File: src/rtl/alu.sv
// Registered WIDTH-bit ALU: ADD/SUB/AND/OR with NZCV flags.
// The operands are sampled on the rising edge when in_valid is high.
// Result and ALUFlags appear one cycle later, qualified by out_valid.
// All outputs come straight from flops, so there is no combinational
// path from any input to any output.
module alu #(
    parameter int WIDTH = 4
) (
    input  logic             clk,
    input  logic             rst_n,
    input  logic             in_valid,
    input  logic [WIDTH-1:0] A,
    input  logic [WIDTH-1:0] B,
    input  logic [1:0]       ALUControl,
    output logic [WIDTH-1:0] Result,
    output logic [3:0]       ALUFlags,
    output logic             out_valid
);

    localparam logic [1:0] OP_ADD = 2'b00;
    localparam logic [1:0] OP_SUB = 2'b01;
    localparam logic [1:0] OP_AND = 2'b10;
    localparam logic [1:0] OP_OR  = 2'b11;

    // Signed overflow for A + B: the operands agree in sign and the result does not.
    function automatic logic add_ovf(input logic a_msb, input logic b_msb, input logic r_msb);
        return (a_msb == b_msb) && (r_msb != a_msb);
    endfunction

    // Signed overflow for A - B: the operands differ in sign and the result differs from A.
    function automatic logic sub_ovf(input logic a_msb, input logic b_msb, input logic r_msb);
        return (a_msb != b_msb) && (r_msb != a_msb);
    endfunction

    logic [WIDTH:0]   sum_s;
    logic [WIDTH-1:0] b_op_s;
    logic             cin_s;
    logic [WIDTH-1:0] result_d;
    logic [3:0]       flags_d;
    logic             carry_s;
    logic             ovf_s;

    logic [WIDTH-1:0] result_q;
    logic [3:0]       flags_q;
    logic             valid_q;

    // Shared adder: SUB reuses the ADD path by inverting B and injecting a carry-in.
    always_comb begin
        b_op_s = B;
        cin_s  = 1'b0;
        if (ALUControl == OP_SUB) begin
            b_op_s = ~B;
            cin_s  = 1'b1;
        end else begin
            b_op_s = B;
            cin_s  = 1'b0;
        end
        sum_s = {1'b0, A} + {1'b0, b_op_s} + {{WIDTH{1'b0}}, cin_s};
    end

    // Select the result and build the NZCV flags for the selected operation.
    always_comb begin
        result_d = {WIDTH{1'b0}};
        carry_s  = 1'b0;
        ovf_s    = 1'b0;
        case (ALUControl)
            OP_ADD: begin
                result_d = sum_s[WIDTH-1:0];
                carry_s  = sum_s[WIDTH];
                ovf_s    = add_ovf(A[WIDTH-1], B[WIDTH-1], sum_s[WIDTH-1]);
            end
            OP_SUB: begin
                result_d = sum_s[WIDTH-1:0];
                carry_s  = sum_s[WIDTH];
                ovf_s    = sub_ovf(A[WIDTH-1], B[WIDTH-1], sum_s[WIDTH-1]);
            end
            OP_AND: begin
                result_d = A & B;
            end
            OP_OR: begin
                result_d = A | B;
            end
            default: begin
                result_d = {WIDTH{1'b0}};
            end
        endcase
        flags_d = {result_d[WIDTH-1], (result_d == {WIDTH{1'b0}}), carry_s, ovf_s};
    end

    // Output registers: capture on in_valid, otherwise hold; out_valid marks a fresh capture.
    always_ff @(posedge clk or negedge rst_n) begin
        if (!rst_n) begin
            result_q <= {WIDTH{1'b0}};
            flags_q  <= 4'b0000;
            valid_q  <= 1'b0;
        end else begin
            valid_q <= in_valid;
            if (in_valid) begin
                result_q <= result_d;
                flags_q  <= flags_d;
            end
        end
    end

    assign Result    = result_q;
    assign ALUFlags  = flags_q;
    assign out_valid = valid_q;

endmodule

File: config.mk
export PLATFORM = sky130hd
export DESIGN_NAME = alu
export DESIGN_NICKNAME = d
export VERILOG_FILES = /design/src/rtl/alu.sv
export SDC_FILE = /design/constraint.sdc
export NUM_CORES = 1
export LEC_CHECK = 0
export BUFFER_PORTS_ARGS = -buffer_cell sky130_fd_sc_hd__buf_2
export CORE_MARGIN = 10
export CORE_UTILIZATION = 30
export CTS_BUF_LIST = sky130_fd_sc_hd__clkbuf_4 sky130_fd_sc_hd__clkbuf_8
export DETAILED_ROUTE_END_ITERATION = 12
export PLACE_DENSITY = 0.62
export SETUP_SLACK_MARGIN = 0.5
export SLEW_MARGIN = 20
export SYNTH_ARGS = -nofsm -noshare
export SYNTH_HDL_FRONTEND = slang
export SYNTH_SLANG_ARGS = --single-unit
File: constraint.sdc
create_clock -name clk -period 0.83 [get_ports clk]
set_clock_uncertainty 0.15 [all_clocks]
set_input_delay 0.083 -clock clk [delete_from_list [all_inputs] [get_ports clk]]
set_output_delay 0.083 -clock clk [all_outputs]
set_load 0.05 [all_outputs]
### Yosys cells after proc, flatten, opt, wreduce, memory -nomap -nowiden

Index checks and enable logic that the tools add are counted.

* equal/unequal tests: 6
* muxes and demuxes: 5
* reduce and logical (&&, ||, !) cells: 5
* add/subtract/negate cells: 2
* bitwise operators: 3

Operators with widths (number)
* case mux 4 bit (3 select lines): 1
* adder 4 x 4 -> 5 bit: 1
* adder 5 x 1 -> 5 bit: 1
* bitwise AND 4 bit: 1
* equality test 2 bit, second input constant: 2
* zero test 4 bit: 1
* two-way mux 4 bit: 1
* NOT 4 bit: 1
* bitwise OR 4 bit: 1
* equality test 2 x 1 -> 1 bit, second input constant: 1
* logical AND 1 bit: 2
* zero test 2 bit: 1
* two-way mux 1 bit: 2
* inequality test 1 bit: 2
* case mux 1 bit (2 select lines): 1
* OR reduction 2 bit: 1
* equality test 1 bit: 1

* input bits: 13
* bits in registers: 9
* word-level logic and storage cells: 24

### Depth between registers and ports, before layout

Gate-level depths: netlist of the first run.

* depth in word-level cells: 7
* mapped depth: 9

### Worst setup path before layout of the first run

No wires, ideal clock.

* path kind: input port to flip-flop
* from: in ALUControl[1]
* to: reg flags_q[2], in the netlist ALUFlags[2]
* buffers on the path: 1
* stages: 9
* setup slack: -1177 ps
* arrival time: 1737 ps
* library setup time: 120 ps
* path through: buf_2 -> nand2b_1 -> xnor2_1 -> ha_1 -> nand4b_2 -> o211ai_2 -> xor2_2 -> mux2i_1 -> a41o_1

* word-level cells in the longest chain between the ends: 6
* elaborated cells between the ends (all ways): 11
* those cells by class: add/sub (2); eq/ne (3); mux (3); reduce/logical (3)

Ends and longest elaborated chain
* from (decl): RTL line 14 `input logic [1:0] ALUControl,`
* equality test 2 x 1 -> 1 bit: RTL line 51, 66
* two-way mux 4 bit: RTL line 51 `if (ALUControl == OP_SUB) begin`
* adder 4 x 4 -> 5 bit: RTL line 58 `sum_s = {1'b0, A} + {1'b0, b_op_s} + {{WIDTH{1'b0}}, cin_s};`
* adder 5 x 1 -> 5 bit: RTL line 58
* case mux 4 bit (3 select lines) (*): RTL line 66 `case (ALUControl)`
* zero test 4 bit (*): RTL line 87 `flags_d = {result_d[WIDTH-1], (result_d == {WIDTH{1'b0}}), carry_s, ovf_s};`
* to (signal assigned): RTL line 100 `flags_q <= flags_d;`
* to (decl): RTL line 44 `logic [3:0] flags_q;`

Every way passes the cells marked *; elsewhere a longest branch is shown, timed or not.
A chain may end at the register's enable or synchronous reset.

### Worst setup path in the final report of the first run

Same ends and word-level chain as after synthesis.

==> implementation parameters, run 1 <==
Parameter                              Value

Worst setup path
  CP endpoint kind    register
  Largest driver fanout on the critical path    4
  CP Depth    9
  CP Buf/Inv Count    1
  CP top delay family    compound AO/OA/AOI/OAI gates
  Sequence of cells on the critical path    buf_6 -> nand2b_4 -> xnor2_2 -> ha_4 -> nand4b_4 -> o211ai_2 -> xor2_2 -> mux2i_1 -> a41o_1
  Required time at the endpoint of the critical path    0.82 ns
  FF-to-FF path depth    2
  Crit path launch    ALUControl[1]
  Worst Path Arrival    1.56 ns
  Register-to-Register Setup Slack    -0.14 ns
  Setup CP Type    primary input to register
  Endpoint of the worst-slack reg-to-reg timing path    ALUFlags[2]$_DFFE_PN0P_
  Worst setup path endpoint    ALUFlags[2]$_DFFE_PN0P_
  Slowest cell on the critical path    ha_4
  Critical register-to-register path startpoint    ALUFlags[2]$_DFFE_PN0P_
  Peak per-stage delay on the critical path    0.31 ns
  Kind of launch point of the worst setup path    primary input

Yosys
  Register area share after synthesis    between 20% and 30%
  Library cells used by synthesis    27
  Flip-flop cell with the highest count after synthesis    dfrtp_1
  Post-Synthesis Cell Area    668.1 um2
  Number of synthesized flops with an enable pin    0
  Average cell area after synthesis    9.683 um2
  Gate count after technology mapping    69
  Number of synthesized register bits    8
  Mapped Nets    90
  Async set or reset register ratio after synthesis    100.0%
  Yosys Warn Count    0

Drt
  Average wire per standard cell    12.26 um
  DRC violation total after the first TritonRoute iteration    14
  Number of iterations in the first detailed-routing pass    3
  Wirelength, routed    1643 um
  Total via count in the routed design    601
  Vias per cell    4.485
  Residual DRC count    0
  Remaining antenna violation count after routing    0

Outcome
  Status    finished, violations left
  Violated checks    negative hold slack, negative setup slack

Global routing
  Via count of the first global-routing pass    642
  Global router's overall resource usage    7.734%
  Overflow left after global routing    0
  Maximum number of pins on one net before global-route repair    11
  Global-route wire length before repair    2718 um
  Antenna violations before repair    0

Floorplanning
  Number of top-level design ports    22
  Row cnt    17
  Die Outline Area    4515 um2
  Die height    67.19 um
  Placeable core area    2170 um2
  Initial Utilization    30.80%
  Die Wd    67.19 um

Pwr
  Peak ir drop on the vdd network    753.5 uV
  Power density normalized to cell area    1587 nW/um2
  Share of power burned in registers    27.7%
  Switching power    0.7023 mW
  Total power of the final layout    about 1.8 mW
  Part of the total power dissipated in the clock network    19.6%
  Static leakage    0.5586 nW
  Share of total power consumed by net switching    38.74%
  Internal portion of total power    1.111 mW
  Logic pwr share    52.7%

STA
  Max-slew violations    0
  Worst hold-check slack    -0.5035 ns
  Final Critical Period    1.575 ns
  Worst Max-Slew Pin Slew    0.1967 ns
  Slack of the critical path    -0.7447 ns
  Final-report hold violation count    13
  Final setup violation count    16
  RSZ-0062 raised after global routing    true
  Sum of negative setup slack    -6.001 ns
  Portion of the clock cycle consumed by the worst path in the final layout    189.7%
  Maximum clock rate    635.1 MHz
  Relative slew slack    86.51%

Final layout
  Filler-free cell count of the finished design    134
  Fraction of layout cells with a size suffix above 1    63.21%
  Area growth from synthesis to final layout    70.97%
  Count of inserted antenna diode cells    0
  Fin nets    roughly 130

Place
  RD Place Congestion    between 0.8 and 0.9
  Detailed Place HPWL    1360 um
  Setup WS pre-CTS    -1.132 ns
  Buffers on Ports    21
  Placed insts    between 100 and 150

Hold path
  Worst min-delay path category    primary input to asynchronous set/reset pin

Clock tree
  Clock tree from TritonCTS    yes
  Root buffer selected by CTS    clkbuf_4
  Number of clock sinks    8
  Maximum buffer depth of the clock tree    2
  Total CTS buffers    3
  Worst-skew pair later-pin latency    roughly 0.26 ns
  Clock slew at reported path FFs    0.06 ns
  H-tree levels    1

Flow run
  Max-cap violation count    0
-- metal layers --
metal	wire length (um)	track usage (%)	up-vias	part of all wire, %
met5	0	0	-	0
met4	42	4.359	0	2.6
met3	161	2.810	5	9.8
met2	731	12.56	25	44
met1	707	8.596	266	43
li1	-	-	305	-
-- worst register-to-register path: stages, from the launching register on --
cell and delay [ns]:
dfrtp_1 0.39, nor2b_1 0.13, a41o_1 0.19
-- metrics by stage --
stage / utilization, % / instance area (um2)
finish: 52.65 / 1142
detailed placement: 43.25 / 938.4
floorplan: - / 738.2
global route: 52.65 / 1142
global placement: 43.25 / 938.4
CTS: 51.61 / 1120
-- cell type report --
| type | instances | area (um2) |
|---|---|---|
| clock buffers | 4 | 30.03 |
| fillers | 214 | 1027 |
| inverters | 10 | 42.54 |
| multi-input cells | 47 | 504.2 |
| flip-flops and latches | 8 | 209.0 |
| well taps | 28 | 35.03 |
| repair buffers | 37 | 321.6 |
-- layout by cell type, fill, tap and decap left out, types with 2 or more instances in the layout --
master    count
xnor2_1       4
buf_2         8
buf_4        13
inv_4         2
inv_1         7
dfrtp_2       7
ha_4          3
ha_1          4
a21oi_1       3
a21oi_2       2
nand2_1       2
nor2_1        4
o21ai_0       2
buf_6        15
o21ai_2       2
mux2i_1       5
clkbuf_4      4
-- cells by family (layout without fill, tap and decap cells) --
group | count (synthesis) | count (layout) | share of synthesized area, %
adders and majority gates | 9 | 9 | 17.60
muxes | 6 | 6 | 9.176
DFF | 8 | 8 | 29.96
buffers and inverters | 14 | 51 | 9.737
and+or+nand+nor | 11 | 11 | 9.552
AOI/OAI and AO/OA | 14 | 14 | 13.67
xor gates and xnor gates | 7 | 7 | 10.30
-- sequential cells by signal, summed over array words and instances, names as in the netlist --
signal     cells
Result         4
ALUFlags       3
out_valid      1
-- how the worst min path moves through the flow --
| stage | startpoint | end | slack, ns | cells after the start |
|---|---|---|---|---|
| final | rst_n | Result[3]$_DFFE_PN0P_ | -0.50 | 1 |
| after floorplan | rst_n | ALUFlags[0]$_DFFE_PN0P_ | -0.36 | 0 |
| after global placement | rst_n | ALUFlags[2]$_DFFE_PN0P_ | -0.22 | 1 |
| after detailed placement | rst_n | ALUFlags[2]$_DFFE_PN0P_ | -0.22 | 1 |
| after CTS | rst_n | out_valid$_DFF_PN0_ | -0.51 | 1 |
| after global routing | rst_n | Result[3]$_DFFE_PN0P_ | -0.50 | 1 |
-- repair_timing --
| action | in CTS | in global routing |
|---|---|---|
| setup endpoints to repair | 17 | 17 |
| gates resized for setup | 38 | 6 |
| setup buffers | 1 | 1 |
| pin swaps | 11 | 4 |
| gates cloned | 0 | 0 |
| endpoints found under the hold margin | 12 | 12 |
-- synth_stat cells, types with 2 or more instances --
master,number,area share [%]
a21oi_1,5,3.7
dfrtp_1,8,30
ha_1,7,13
inv_1,10,5.6
mux2i_1,5,7.5
nand2_1,2,1.1
nor2_1,4,2.2
o21ai_0,4,3.0
xnor2_1,6,7.9
-- power groups by stage --
| stage | registers (mW) | clock network (mW) | logic, mW |
|---|---|---|---|
| after floorplan | 0.697 | 0 | 0.389 |
| after global placement | 0.487 | 0 | 0.782 |
| after detailed placement | 0.492 | 0 | 0.792 |
| after CTS | 0.502 | 0.381 | 0.947 |
| after global routing | 0.511 | 0.394 | 1.02 |
| final | 0.501 | 0.356 | 0.956 |
(Power assumes the default switching activity.)
==> inputs of run 2 (changes only) <==
--- a/config.mk
+++ b/config.mk
@@ -5,12 +5,13 @@
 export SDC_FILE = /design/constraint.sdc
 export NUM_CORES = 1
 export LEC_CHECK = 0
+export ABC_AREA = 1
 export BUFFER_PORTS_ARGS = -buffer_cell sky130_fd_sc_hd__buf_2
 export CORE_MARGIN = 10
 export CORE_UTILIZATION = 30
 export CTS_BUF_LIST = sky130_fd_sc_hd__clkbuf_4 sky130_fd_sc_hd__clkbuf_8
 export DETAILED_ROUTE_END_ITERATION = 12
-export PLACE_DENSITY = 0.62
+export PLACE_DENSITY = 0.61
 export SETUP_SLACK_MARGIN = 0.5
 export SLEW_MARGIN = 20
 export SYNTH_ARGS = -nofsm -noshare
==> implementation parameters, run 2 <==
Parameter                              Value

Worst setup path
  Peak per-stage delay on the critical path    0.44 ns
  Kind of launch point of the worst setup path    primary input
  Slowest cell on the critical path    fa_2
  CP Buf/Inv Count    2
  Register-to-Register Setup Slack    -0.15 ns
  Setup CP Type    primary input to register
  Critical register-to-register path startpoint    Result[1]$_DFFE_PN0P_
  Sequence of cells on the critical path    buf_8 -> inv_8 -> nand2_8 -> nand2_4 -> and2_4 -> fa_2 -> nand2_2 -> o21ai_2 -> nor2_1 -> nand2_1 -> nor2_1 -> nand3_1 -> nand2_1
  CP top delay family    simple AND/OR/NAND/NOR gates
  Largest driver fanout on the critical path    4
  Required time at the endpoint of the critical path    roughly 0.87 ns
  Worst Path Arrival    1.43 ns
  CP endpoint kind    register
  Endpoint of the worst-slack reg-to-reg timing path    Result[1]$_DFFE_PN0P_
  FF-to-FF path depth    3

Yosys
  Library cells used by synthesis    25
  Number of synthesized flops with an enable pin    0
  Leading post-synthesis cells by cell area    dfrtp_1 (27%), nand2_1 (14%), ha_1 (12%)
  Area share of the leading cell type in the synthesized netlist    26.71%
  Top-count cell post-synth    nand2_1
  Number of synthesized register bits    8
  Register area share after synthesis    about a quarter
  Average cell area after synthesis    7.648 um2
  Cell types with the highest counts after synthesis    nand2_1 (27), inv_1 (14), nand3_1 (9)
  Post-synthesis cell type with the largest combined area    dfrtp_1
  Post-Synthesis Cell Area    749.5 um2
  Mapped Nets    119
  Flip-flop cell with the highest count after synthesis    dfrtp_1
  Yosys Warn Count    0
  Gate count after technology mapping    98
  Async set or reset register ratio after synthesis    100.0%

Final layout
  Non-Filler Cell Area, Final    around 1400 um2
  Commonest non-fill, non-tap cell in the layout    buf_4
  Fraction of layout cells with a size suffix above 1    64.71%
  Area growth from synthesis to final layout    85.98%
  Most frequent cells in the layout    buf_4 (29), nand2_1 (22), buf_6 (10)
  Number of flip-flops under the largest register name    4
  Fin nets    175
  Count of inserted antenna diode cells    0

Clock tree
  Worst-skew pair later-pin latency    ~0.25 ns
  Clock tree from TritonCTS    yes
  H-tree levels    1
  Total CTS buffers    3
  Root buffer selected by CTS    clkbuf_4
  Clock slew at reported path FFs    0.05 ns
  Maximum buffer depth of the clock tree    2
  Number of clock sinks    8

Pwr
  Peak ir drop on the vdd network    approximately 810 uV
  Static leakage    0.7145 nW
  Power density normalized to cell area    1369 nW/um2

Flow run
  Max-cap violation count    0

Hold path
  Worst min-delay path category    primary input to asynchronous set/reset pin

Drt
  Remaining antenna violation count after routing    0
  Residual DRC count    0
  DRC violation total after the first TritonRoute iteration    7
  Vias per cell    4.481
  Wirelength, routed    2240 um
  Number of iterations in the first detailed-routing pass    3
  Average wire per standard cell    about 12 um
  Total via count in the routed design    820

Floorplanning
  Row cnt    18
  Die height    about 70 um
  Die Outline Area    4897 um2
  Die Wd    69.98 um
  Initial Utilization    30.81%
  Placeable core area    2432 um2
  Number of top-level design ports    22

Global routing
  Maximum number of pins on one net before global-route repair    10
  Global-route wire length before repair    ~3700 um
  Global router's overall resource usage    8.732%
  Overflow left after global routing    0
  Via count of the first global-routing pass    approximately 900
  Antenna violations before repair    0

Place
  Buffers on Ports    21
  RD Place Congestion    roughly 0.88
  Area after detailed placement    1095 um2
  Detailed Place HPWL    1775 um

Outcome
  Violated checks    negative hold slack, negative setup slack
  Status    finished, violations left

STA
  Final setup violation count    16
  Slack of the critical path    -0.5565 ns
  Final Critical Period    1.387 ns
  Final-report hold violation count    9
  Worst Max-Slew Pin Slew    0.2546 ns
  Portion of the clock cycle consumed by the worst path in the final layout    167.1%
  Sum of negative setup slack    -5.042 ns
  Maximum clock rate    approximately 700 MHz
  Max-slew violations    0
  Relative slew slack    between 80 and 90%
  Worst hold-check slack    -0.4860 ns
  RSZ-0062 raised after global routing    true
-- run 2: cell types whose count changed after synthesis, moves of 2 or more --
cell,delta
a21oi_1,-4
inv_1,+4
mux2i_1,-5
nand2_1,+25
nand2_4,+3
nand3_1,+9
nand3_2,+2
o21ai_1,+2
xnor2_1,-6
xor2_1,+4
-- run 2: worst max-delay path by stage --
| stage | depth (start not counted) | startpoint | endpoint |
|---|---|---|---|
| 2_1_floorplan | 12 | ALUControl[1] | ALUFlags[2]$_DFFE_PN0P_ |
| 3_3_place_gp | 14 | ALUControl[1] | Result[3]$_DFFE_PN0P_ |
| 3_5_place_dp | 14 | ALUControl[1] | Result[3]$_DFFE_PN0P_ |
| 4_1_cts | 14 | ALUControl[0] | ALUFlags[2]$_DFFE_PN0P_ |
| 5_1_grt | 13 | ALUControl[1] | ALUFlags[2]$_DFFE_PN0P_ |
| 6_report | 13 | ALUControl[1] | ALUFlags[2]$_DFFE_PN0P_ |
-- run 2: power by group --
group	total [mW]	internal, mW	leakage [nW]	switching (mW)
clock	0.343	0.216	0.0184	0.127
sequential	0.483	0.445	0.0915	0.0380
combinational	1.08	0.499	0.605	0.583
-- run 2: cells by family after synthesis --
| group | Yosys count | share of synthesized area (%) |
|---|---|---|
| xor+xnor | 4 | 4.674 |
| simple gates | 51 | 35.06 |
| compound gates | 9 | 8.014 |
| flops | 8 | 26.71 |
| buf+inv | 18 | 11.19 |
| fa+ha+maj | 8 | 14.36 |
-- run 2: area by class of cell --
class	instances	area (um2)
clock buffers	4	30.03
multi-input cells	72	581.8
inverters	16	75.07
well taps	30	37.54
fillers	212	1039
repair buffers	53	460.4
flip-flops and latches	8	209.0
-- run 2: stage by stage --
stage	utilization [%]	setup slack, ns	total power, mW	cells
CTS	54.48	-0.5508	1.851	181
floorplan	-	-0.7883	1.035	98
global placement	45.01	-0.9184	1.264	172
global route	57.30	-0.6408	2.043	183
detailed placement	45.01	-0.9740	1.288	172
finish	57.30	-0.5565	1.909	183
-- run 2: layer usage --
| metal | up-vias | routed length (um) | track usage [%] |
|---|---|---|---|
| li1 | 413 | - | - |
| met1 | 374 | 867 | 8.587 |
| met2 | 25 | 1139 | 16.11 |
| met3 | 8 | 140 | 2.966 |
| met4 | 0 | 92 | 3.728 |
| met5 | - | 0 | 0 |
-- run 2: timing repair --
action | CTS | global route
pin swaps | 17 | 14
gates cloned | 0 | 0
endpoints found under the hold margin | 9 | 9
resized for setup | 43 | 19
buffers inserted | 5 | 2
setup endpoints to repair | 17 | 17
